`src/rtl/extest_pattern_driver.sv`:
```
// extest_pattern_driver: drives one EXTEST load/capture/unload run through a wrapper boundary chain and grades the result
module extest_pattern_driver #(
  parameter int CHAIN_LEN = 8,
  parameter int CNT_W = 8
) (
  input  logic                 clk,
  input  logic                 reset,
  input  logic                 start,
  input  logic                 abort,
  input  logic                 clear_fail,
  input  logic                 func_en,
  input  logic [CHAIN_LEN-1:0] pattern,
  input  logic [CHAIN_LEN-1:0] expected,
  input  logic [CHAIN_LEN-1:0] mask,
  output logic                 extest_mode,
  output logic                 en,
  output logic                 extest_scan_in,
  input  logic                 extest_scan_out,
  output logic                 busy,
  output logic                 done,
  output logic                 pass,
  output logic [CHAIN_LEN-1:0] result,
  output logic [CNT_W-1:0]     fail_count
);
  localparam int CW = $clog2(CHAIN_LEN + 1);
  typedef enum logic [2:0] {IDLE, SHIFT_IN, CAPTURE, SHIFT_OUT, DONE} state_t;
  state_t r_state;
  logic [CW-1:0] r_cnt;
  logic [CHAIN_LEN-1:0] r_pat, r_exp, r_mask, r_sel;
  logic [CHAIN_LEN-1:0] w_res;
  logic w_last, w_pass;
  assign w_last = r_cnt == CW'(CHAIN_LEN - 1);
  // one-hot r_sel writes only the bit being unloaded, so an abort leaves later bits untouched
  assign w_res = (r_state == SHIFT_OUT) ? (result & ~r_sel) | ({CHAIN_LEN{extest_scan_out}} & r_sel) : result;
  assign w_pass = ((w_res ^ r_exp) & r_mask) == '0;
  always_ff @(posedge clk) begin
    if (reset) begin
      r_state <= IDLE;
      r_cnt <= '0;
      r_pat <= '0;
      r_exp <= '0;
      r_mask <= '0;
      r_sel <= '0;
      extest_mode <= 1'b0;
      en <= 1'b0;
      extest_scan_in <= 1'b0;
      busy <= 1'b0;
      done <= 1'b0;
      pass <= 1'b0;
      result <= '0;
      fail_count <= '0;
    end else begin
      done <= 1'b0;
      if (clear_fail) fail_count <= '0;
      if (abort && r_state != IDLE) begin
        r_state <= IDLE;
        extest_mode <= 1'b0;
        en <= func_en;
        extest_scan_in <= 1'b0;
        busy <= 1'b0;
      end else begin
        case (r_state)
          IDLE: begin
            en <= func_en;
            if (start && !abort) begin
              r_state <= SHIFT_IN;
              r_pat <= pattern >> 1;
              r_exp <= expected;
              r_mask <= mask;
              r_cnt <= '0;
              extest_mode <= 1'b1;
              en <= 1'b1;
              extest_scan_in <= pattern[0];
              busy <= 1'b1;
            end
          end
          SHIFT_IN: begin
            r_cnt <= r_cnt + 1'b1;
            r_pat <= r_pat >> 1;
            extest_scan_in <= r_pat[0];
            if (w_last) begin
              r_state <= CAPTURE;
              r_cnt <= '0;
              en <= 1'b0;
              extest_scan_in <= 1'b0;
            end
          end
          CAPTURE: begin
            r_state <= SHIFT_OUT;
            r_sel <= CHAIN_LEN'(1);
            en <= 1'b1;
          end
          SHIFT_OUT: begin
            result <= w_res;
            r_sel <= r_sel << 1;
            r_cnt <= r_cnt + 1'b1;
            if (w_last) begin
              r_state <= DONE;
              extest_mode <= 1'b0;
              en <= 1'b0;
              done <= 1'b1;
              pass <= w_pass;
              if (!w_pass && !clear_fail && !(&fail_count)) fail_count <= fail_count + 1'b1;
            end
          end
          DONE: begin
            r_state <= IDLE;
            busy <= 1'b0;
            en <= func_en;
          end
          default: r_state <= IDLE;
        endcase
      end
    end
  end
endmodule

```
`config.mk`:
```
export PLATFORM = sky130hd
export DESIGN_NAME = extest_pattern_driver
export DESIGN_NICKNAME = d
export VERILOG_FILES = /design/src/rtl/extest_pattern_driver.sv
export SDC_FILE = /design/constraint.sdc
export NUM_CORES = 1
export LEC_CHECK = 0
export ABC_AREA = 1
export CORE_MARGIN = 2
export CORE_UTILIZATION = 52
export DETAILED_ROUTE_END_ITERATION = 8
export PLACE_DENSITY = 0.79
export SLEW_MARGIN = 30
export SYNTH_ARGS = -nofsm -noshare
export SYNTH_HDL_FRONTEND = slang
export SYNTH_SLANG_ARGS = --single-unit
```
`constraint.sdc`:
```
create_clock -name clk -period 2.1 [get_ports clk]
set_clock_uncertainty 0.05 [all_clocks]
set_input_delay 0.315 -clock clk [delete_from_list [all_inputs] [get_ports clk]]
set_output_delay 0.315 -clock clk [all_outputs]
set_load 0.01 [all_outputs]
```
==> key figures, run 1 <==
Worst setup path
  • Critical Path Start Type: register
  • Setup CP Type: reg2reg
  • Reg2reg end: fail_count[2]
  • Reg2Reg Setup Slack: 170 ps
  • RR Startpoint: r_state[1]
  • WP data arrival: roughly 2200 ps
  • Critical path required time: between 2000 and 2500 ps
  • Worst R2R Path Depth: 13
  • CP endpoint kind: register
  • Critical Path Fanout Max: 11

Synth
  • Avg Inst Size Synth: 7.08 sq um
  • Fraction of registers with async set/reset: 0
  • Syn nets: 438
  • Synth Register Bits: 60
  • Register area share after synthesis: 0.419
  • Post-synthesis mux area share: 0
  • Post-synth top area share: 0.419
  • Synth area leaders: dfxtp_1 42%, nand2_1 12%, inv_1 6.7%
  • Synth cell types: 27
  • YS warnings: 0
  • XOR/XNOR Fraction of Synth Area: 0.0214
  • Synthesized area: around 2900 sq um
  • Synth Area in Compound Gates: 0.156
  • Adder-Cell Fraction of Synth Area: 0.00873
  • Most common flop cell mapped by yosys: dfxtp_1
  • Simple-Gate Fraction of Synth Area: 0.300
  • Post-synth top area cell: dfxtp_1
  • Largest family of logic cells by synthesized area: simple AND/OR/NAND/NOR gates
  • Number of synthesized flops with an enable pin: 0
  • Cells after Synth: just over 400

Route
  • DR DRC count: 0
  • Via count: about 2800
  • Routed Antenna Nets: 0
  • Routed WL per cell: 12.8 um
  • Iteration-0 DRC Markers: 197
  • DR pass1 iterations: 4
  • Final wirelength: 7050 um
  • Vias/cell: slightly above 5

Floorplan
  • Chip Width: 78.2 um
  • Site Rows: 27
  • Initial Utilization: 0.530
  • I/O pins: between 50 and 60
  • Die footprint: 6120 sq um
  • Chip height: slightly below 80 um
  • CORE AREA: 5410 sq um

STA
  • Slew @ Worst Pin: 377 ps
  • Min cycle time layout: between 1500 and 2000 ps
  • Period utilisation layout: 0.920
  • # setup viols final: 0
  • Final Max Tran Viols: 0
  • Fin. Hold Viols: 0
  • Final hold slack: between 400 and 500 ps
  • Slew headroom: 0.747
  • Setup TNS Final: 0 ps
  • PnR worst setup slack: roughly 170 ps
  • Max Freq: between 0.5 and 0.6 GHz

GRT
  • GRT Residual Overflow: 0
  • Met3 global-route usage: 0.0448
  • Busiest layer in global routing: met2
  • First-pass GRT wire length: 12100 um
  • Vias in the first global route: 2793
  • Initial antenna violation count: 0
  • GR Util met1: 0.294
  • GRT Overall Usage: 0.249
  • GRT met2 Usage: 0.433
  • Largest net degree at the start of global routing: 28

Placed design
  • Area after DPL: 3530 sq um
  • RePlAce Congestion: 0.842
  • Post-DP HPWL: 4990 um
  • IO buf count: 52
  • Cells after DPL: 533
  • Worst slack, placed: -147 ps

Power and ir drop
  • Pwr dens: 778 nW/um^2
  • P_leak: ~1.5 nW
  • Worst VDD drop: 0.588 mV

Layout
  • Ant diodes: 0
  • Final Cell Area: 3780 sq um
  • Share of post-route cells with drive strength above 1: 0.111
  • Synth-to-layout area growth: 32.0%
  • Final Non-Filler Cells: 550
  • Final nets: 506

CTS
  • Clock sinks: 60
  • Clock latency on the worst-skew pair: 340 ps
  • Hold-fix buffers at CTS: 0
  • Htree depth: 3
  • CTS tree: done
  • TritonCTS Buffers: 9
  • Root buffer selected by CTS: clkbuf_8
  • Clock-pin transition on the worst setup and hold timing paths: 70 ps
  • Clock Path Buffers: 2

Worst hold path
  • Hold Path Depth: 2
  • Hold Path End: r_pat[6]
  • Worst min-delay path class: reg2reg
  • Hold_sp: r_pat[6]

Run
  • Max-Cap Viols: 0

Status
  • Status: finished clean
[power by group]
part | leakage, nW | switching [mW] | internal [mW] | total [mW]
clock network | 0.0979 | 0.435 | 0.616 | 1.05
logic | 0.937 | 0.346 | 0.241 | 0.587
registers | 0.489 | 0.0611 | 1.24 | 1.31
[critical path, stage by stage (launching register included)]
cell and delay [ps]:
dfxtp_1 490, nand2_2 110, nor2_4 140, buf_12 140, nand2_1 70, nand2_1 80, nand2_1 60, nand3_1 60
nand2_1 70, nor2_2 150, nand2_4 130, nand3_4 110, nand2_1 60, a21oi_1 120
[Yosys cell counts (all sizes together), types with 4 or more instances]
cell type / n
o22ai: 12
nor2: 52
clkbuf: 6
nand3: 29
nand2: 99
xor2: 7
nor3: 6
dfxtp: 60
nand4: 7
o21ai: 21
inv: 52
a211oi: 14
buf: 6
o32ai: 4
a21oi: 22
[registers in the layout, summed over array words and instances, names as in the netlist, 3 cells and up]
register	cells
fail_count	8
r_cnt	4
r_exp	8
r_mask	8
r_pat	7
r_sel	8
r_state	3
result	8
[metal layers]
metal	part of all wire	wire length (um)
met5	0	0
met4	0.027	191
met3	0.044	310
met2	0.49	3470
met1	0.44	3080
[cell type report]
cell class | count | area, sq um
sequential | 60 | 1200
clock inverter | 1 | 30.0
multi-input combinational | 278 | 1420
inverter | 55 | 210
tap | 72 | 90.1
timing repair buffer | 69 | 661
fill | 474 | 1620
clock buffer | 15 | 166
[layout by cell type (no fill, tap or decap), types with 2 or more instances in the layout]
master | netlist | routed
nand3_4 | 0 | 2
nor2_2 | 2 | 3
xor2_1 | 7 | 7
nor2_1 | 48 | 47
o32ai_1 | 4 | 4
inv_1 | 51 | 51
o21ai_0 | 21 | 21
clkdlybuf4s50_1 | 0 | 52
nand2_4 | 1 | 2
a21oi_1 | 22 | 22
nand2_1 | 88 | 87
ha_1 | 2 | 2
o22ai_1 | 12 | 12
buf_4 | 0 | 16
clkbuf_1 | 6 | 4
nand3_1 | 26 | 26
nor2_4 | 2 | 2
a211oi_1 | 14 | 14
nand2_2 | 10 | 10
dfxtp_1 | 60 | 59
clkbuf_8 | 0 | 11
nand4_1 | 7 | 7
clkinv_1 | 3 | 2
nor3_1 | 6 | 5
[worst max path at each step]
stage	start	to	slack, ps
2_1_floorplan	fail_count[0]	fail_count[2]	360
3_3_place_gp	extest_scan_out	fail_count[2]	-70
3_5_place_dp	extest_scan_out	fail_count[2]	-150
4_1_cts	r_state[1]	fail_count[7]	10
5_1_grt	r_state[1]	fail_count[2]	-6
6_report	r_state[1]	fail_count[2]	170
[timing repair]
action | CTS | global route
endpoints found under the setup margin | 0 | 17
hold endpoints to repair | 0 | 0
resized for setup | 0 | 8
buffers inserted | 0 | 1
[metrics by stage]
| step | utilization | total power [mW] |
|---|---|---|
| after global placement | 0.653 | 1.88 |
| after CTS | 0.690 | 2.94 |
| after floorplan | - | 1.69 |
| after detailed placement | 0.653 | 1.90 |
| after global routing | 0.700 | 3.10 |
| final | 0.700 | 2.94 |
[cells by family after synthesis]
kind of cell / count (synthesis)
simple gates: 194
xor+xnor: 7
compound gates: 75
fa+ha+maj: 2
flops: 60
buf+inv: 67
Note: power is estimated with default switching activity, not from simulation.
==> run 2, diff against run 1 <==
PLACE_DENSITY = 0.87   (was 0.79)
==> key figures, run 2 (synthesized netlist as in run 1, its figures left out) <==
Power and ir drop
  • Pwr dens: 809 nW/um^2 (was 778 nW/um^2)
  • Clk pwr share: 0.379 (was 0.357)
  • Net Sw Frac: 0.289 (was 0.286)
  • Sequential share of power: 0.426 (was 0.444)
  • Worst VDD drop: 0.454 mV (was 0.588 mV)
  • P_int: 2.18 mW (was 2.10 mW)
  • Comb pwr share: 0.194 (was 0.200)
  • Switch Pwr: 0.887 mW (was 0.842 mW)
  • P_leak: 1.53 nW (was 1.52 nW)

CTS
  • Clock-pin transition on the worst setup and hold timing paths: 70 ps (about the same)
  • Clock latency on the worst-skew pair: 350 ps (was 340 ps)
  • Clock Path Buffers: 2 (unchanged)
  • # Post-CTS Setup Buffers: 0 (unchanged)
  • Htree depth: 3 (unchanged)
  • CTS tree: done (unchanged)
  • TritonCTS Buffers: 9 (unchanged)
  • Hold-fix buffers at CTS: 0 (unchanged)
  • Clock sinks: 60 (unchanged)
  • Root buffer selected by CTS: clkbuf_8 (unchanged)

Floorplan
  • CORE AREA: 5410 sq um (unchanged)
  • Site Rows: 27 (unchanged)
  • Initial Utilization: 0.530 (unchanged)
  • Chip Width: 78.2 um (unchanged)
  • Chip height: 78.2 um (unchanged)
  • I/O pins: 53 (unchanged)
  • Die footprint: 6120 sq um (unchanged)

Worst hold path
  • Hold Path End: r_pat[6] (unchanged)
  • Worst min-delay path class: reg2reg (unchanged)
  • Hold_sp: r_pat[6] (unchanged)
  • Hold Path Depth: 2 (unchanged)

Worst setup path
  • Critical Path Fanout Max: 11 (unchanged)
  • CP endpoint kind: register (unchanged)
  • Max stage delay on crit path: 380 ps (was 490 ps)
  • Critical Path Start Type: register (unchanged)
  • Reg2Reg Setup Slack: 190 ps (was 170 ps)
  • CP dominant cell by count: nand2_1 (unchanged)
  • Worst R2R Path Depth: 13 (unchanged)
  • Buf/Inv on CP: 2 (was 1)
  • Crit-path leading delay family: simple AND/OR/NAND/NOR gates (unchanged)
  • Slowest cell on crit path: dfxtp_4 (was dfxtp_1)
  • RR Startpoint: r_state[2] (was r_state[1])
  • Reg2reg end: fail_count[7] (was fail_count[2])
  • Setup CP Type: reg2reg (unchanged)
  • CP cell instances: inv_2 > nand3_2 > buf_4 > nand2_1 > nand2_1 > nand2_1 > nand3_1 > nand2_1 > nor2_2 > nand2_2 > nand3_2 > nor2_1 > nor2_1 (was nand2_2 > nor2_4 > buf_12 > nand2_1 > nand2_1 > nand2_1 > nand3_1 > nand2_1 > nor2_2 > nand2_4 > nand3_4 > nand2_1 > a21oi_1)
  • Critical path required time: 2300 ps (was 2320 ps)
  • WP data arrival: 2100 ps (was 2150 ps)

Placed design
  • Cells after DPL: 532 (was 533)
  • RePlAce Congestion: 0.848 (was 0.842)
  • Post-DP HPWL: 5070 um (was 4990 um)
  • Worst slack, placed: -109 ps (was -147 ps)
  • IO buf count: 52 (unchanged)
  • Area after DPL: 3540 sq um (was 3530 sq um)

Layout
  • Most common cell after layout, fill and taps aside: nand2_1 (unchanged)
  • Share of post-route cells with drive strength above 1: 0.117 (was 0.111)
  • Fill count: 449 (was 474)
  • Commonest cells after routing, fill and taps aside: 88 x nand2_1, 57 x dfxtp_1, 52 x clkdlybuf4s50_1 (was 87 x nand2_1, 59 x dfxtp_1, 52 x clkdlybuf4s50_1)
  • Final nets: 505 (was 506)
  • Final Cell Area: 3790 sq um (was 3780 sq um)
  • Synth-to-layout area growth: 32.3% (was 32.0%)
  • Ant diodes: 0 (unchanged)
  • Final Util: 0.701 (was 0.700)
  • Final Non-Filler Cells: 549 (was 550)

STA
  • Slew headroom: 0.726 (was 0.747)
  • Unrepaired setup endpoints after global routing: no
  • Period utilisation layout: 0.908 (was 0.920)
  • # setup viols final: 0 (unchanged)
  • PnR worst setup slack: 193 ps (was 169 ps)
  • Slew @ Worst Pin: 407 ps (was 377 ps)
  • Max Freq: 0.524 GHz (was 0.518 GHz)
  • Setup TNS Final: 0 ps (unchanged)
  • Min cycle time layout: 1910 ps (was 1930 ps)
  • Final Max Tran Viols: 0 (unchanged)
  • Fin. Hold Viols: 0 (unchanged)

Route
  • DR DRC count: 0 (unchanged)
  • Via count: 2927 (was 2843)
  • Routed WL per cell: 13.6 um (was 12.8 um)
  • Final wirelength: 7450 um (was 7050 um)
  • Iteration-0 DRC Markers: 181 (was 197)
  • DR pass1 iterations: 5 (was 4)
  • Routed Antenna Nets: 0 (unchanged)
  • Vias/cell: 5.33 (was 5.17)

GRT
  • GRT Overall Usage: 0.253 (was 0.249)
  • Largest net degree at the start of global routing: 25 (was 28)
  • Initial antenna violation count: 0 (unchanged)
  • GRT Residual Overflow: 0 (unchanged)
  • Vias in the first global route: 2856 (was 2793)
  • First-pass GRT wire length: 12100 um (about the same)

Status
  • Status: finished clean (unchanged)

Run
  • Max-Cap Viols: 0 (unchanged)
run 2: cell types whose count changed in the layout (fill, tap and decap cells not counted), moves of 2 or more:
cell | before | now
dfxtp_1 | 59 | 57
nand3_4 | 2 | 0
buf_4 | 16 | 14
nor2_4 | 2 | 4
clkbuf_1 | 4 | 2
nand3_2 | 1 | 3
run 2: worst max path at each step:
stage	start	end	slack [ps]	cells after the start
6_report	r_state[2]	fail_count[7]	190	13
5_1_grt	fail_count[0]	fail_count[6]	20	9
3_5_place_dp	extest_scan_out	fail_count[2]	-110	14
2_1_floorplan	fail_count[0]	fail_count[2]	360	9
4_1_cts	r_state[2]	result[3]	100	8
3_3_place_gp	extest_scan_out	fail_count[2]	-20	14
run 2: worst reg2reg max path: stages, from the launching register on:
cell and delay [ps]:
dfxtp_4 380, inv_2 90, nand3_2 110, buf_4 190, nand2_1 80, nand2_1 80
nand2_1 60, nand3_1 80, nand2_1 110, nor2_2 50, nand2_2 200, nand3_2 170
nor2_1 120, nor2_1 50
run 2: routing by layer:
layer,wire (um),track usage,share of wire
met5,0,0,0
met4,187,0.135,0.025
met3,422,0.0770,0.057
met2,3730,0.443,0.50
met1,3110,0.274,0.42
run 2: stage by stage:
stage / power (mW) / hold slack (ps)
finish: 3.07 / 420
global route: 3.20 / 441
CTS: 3.06 / 418
detailed placement: 1.90 / 408
global placement: 1.87 / 399
floorplan: 1.69 / 387
run 2: cell type report:
class / count / area [sq um] / share of cell area
clock inverters: 4 / 72.6 / 0.0191
multi-input cells: 279 / 1420 / 0.375
well taps: 72 / 90.1 / 0.0238
flip-flops and latches: 60 / 1210 / 0.318
repair buffers: 67 / 646 / 0.170
clock buffers: 12 / 145 / 0.0383
inverters: 55 / 210 / 0.0554
run 2: power by group through the flow:
stage	registers (mW)	logic [mW]	clock network, mW
2_1_floorplan	1.32	0.375	0
3_3_place_gp	1.33	0.548	0
3_5_place_dp	1.33	0.573	0
4_1_cts	1.31	0.583	1.17
5_1_grt	1.32	0.667	1.22
6_report	1.31	0.596	1.16
run 2: repair_timing:
action                     in CTS  in global routing
setup endpoints to repair       6                 17
cloned                          0                  1
pin swaps                       0                  1
resized for setup               1                  9
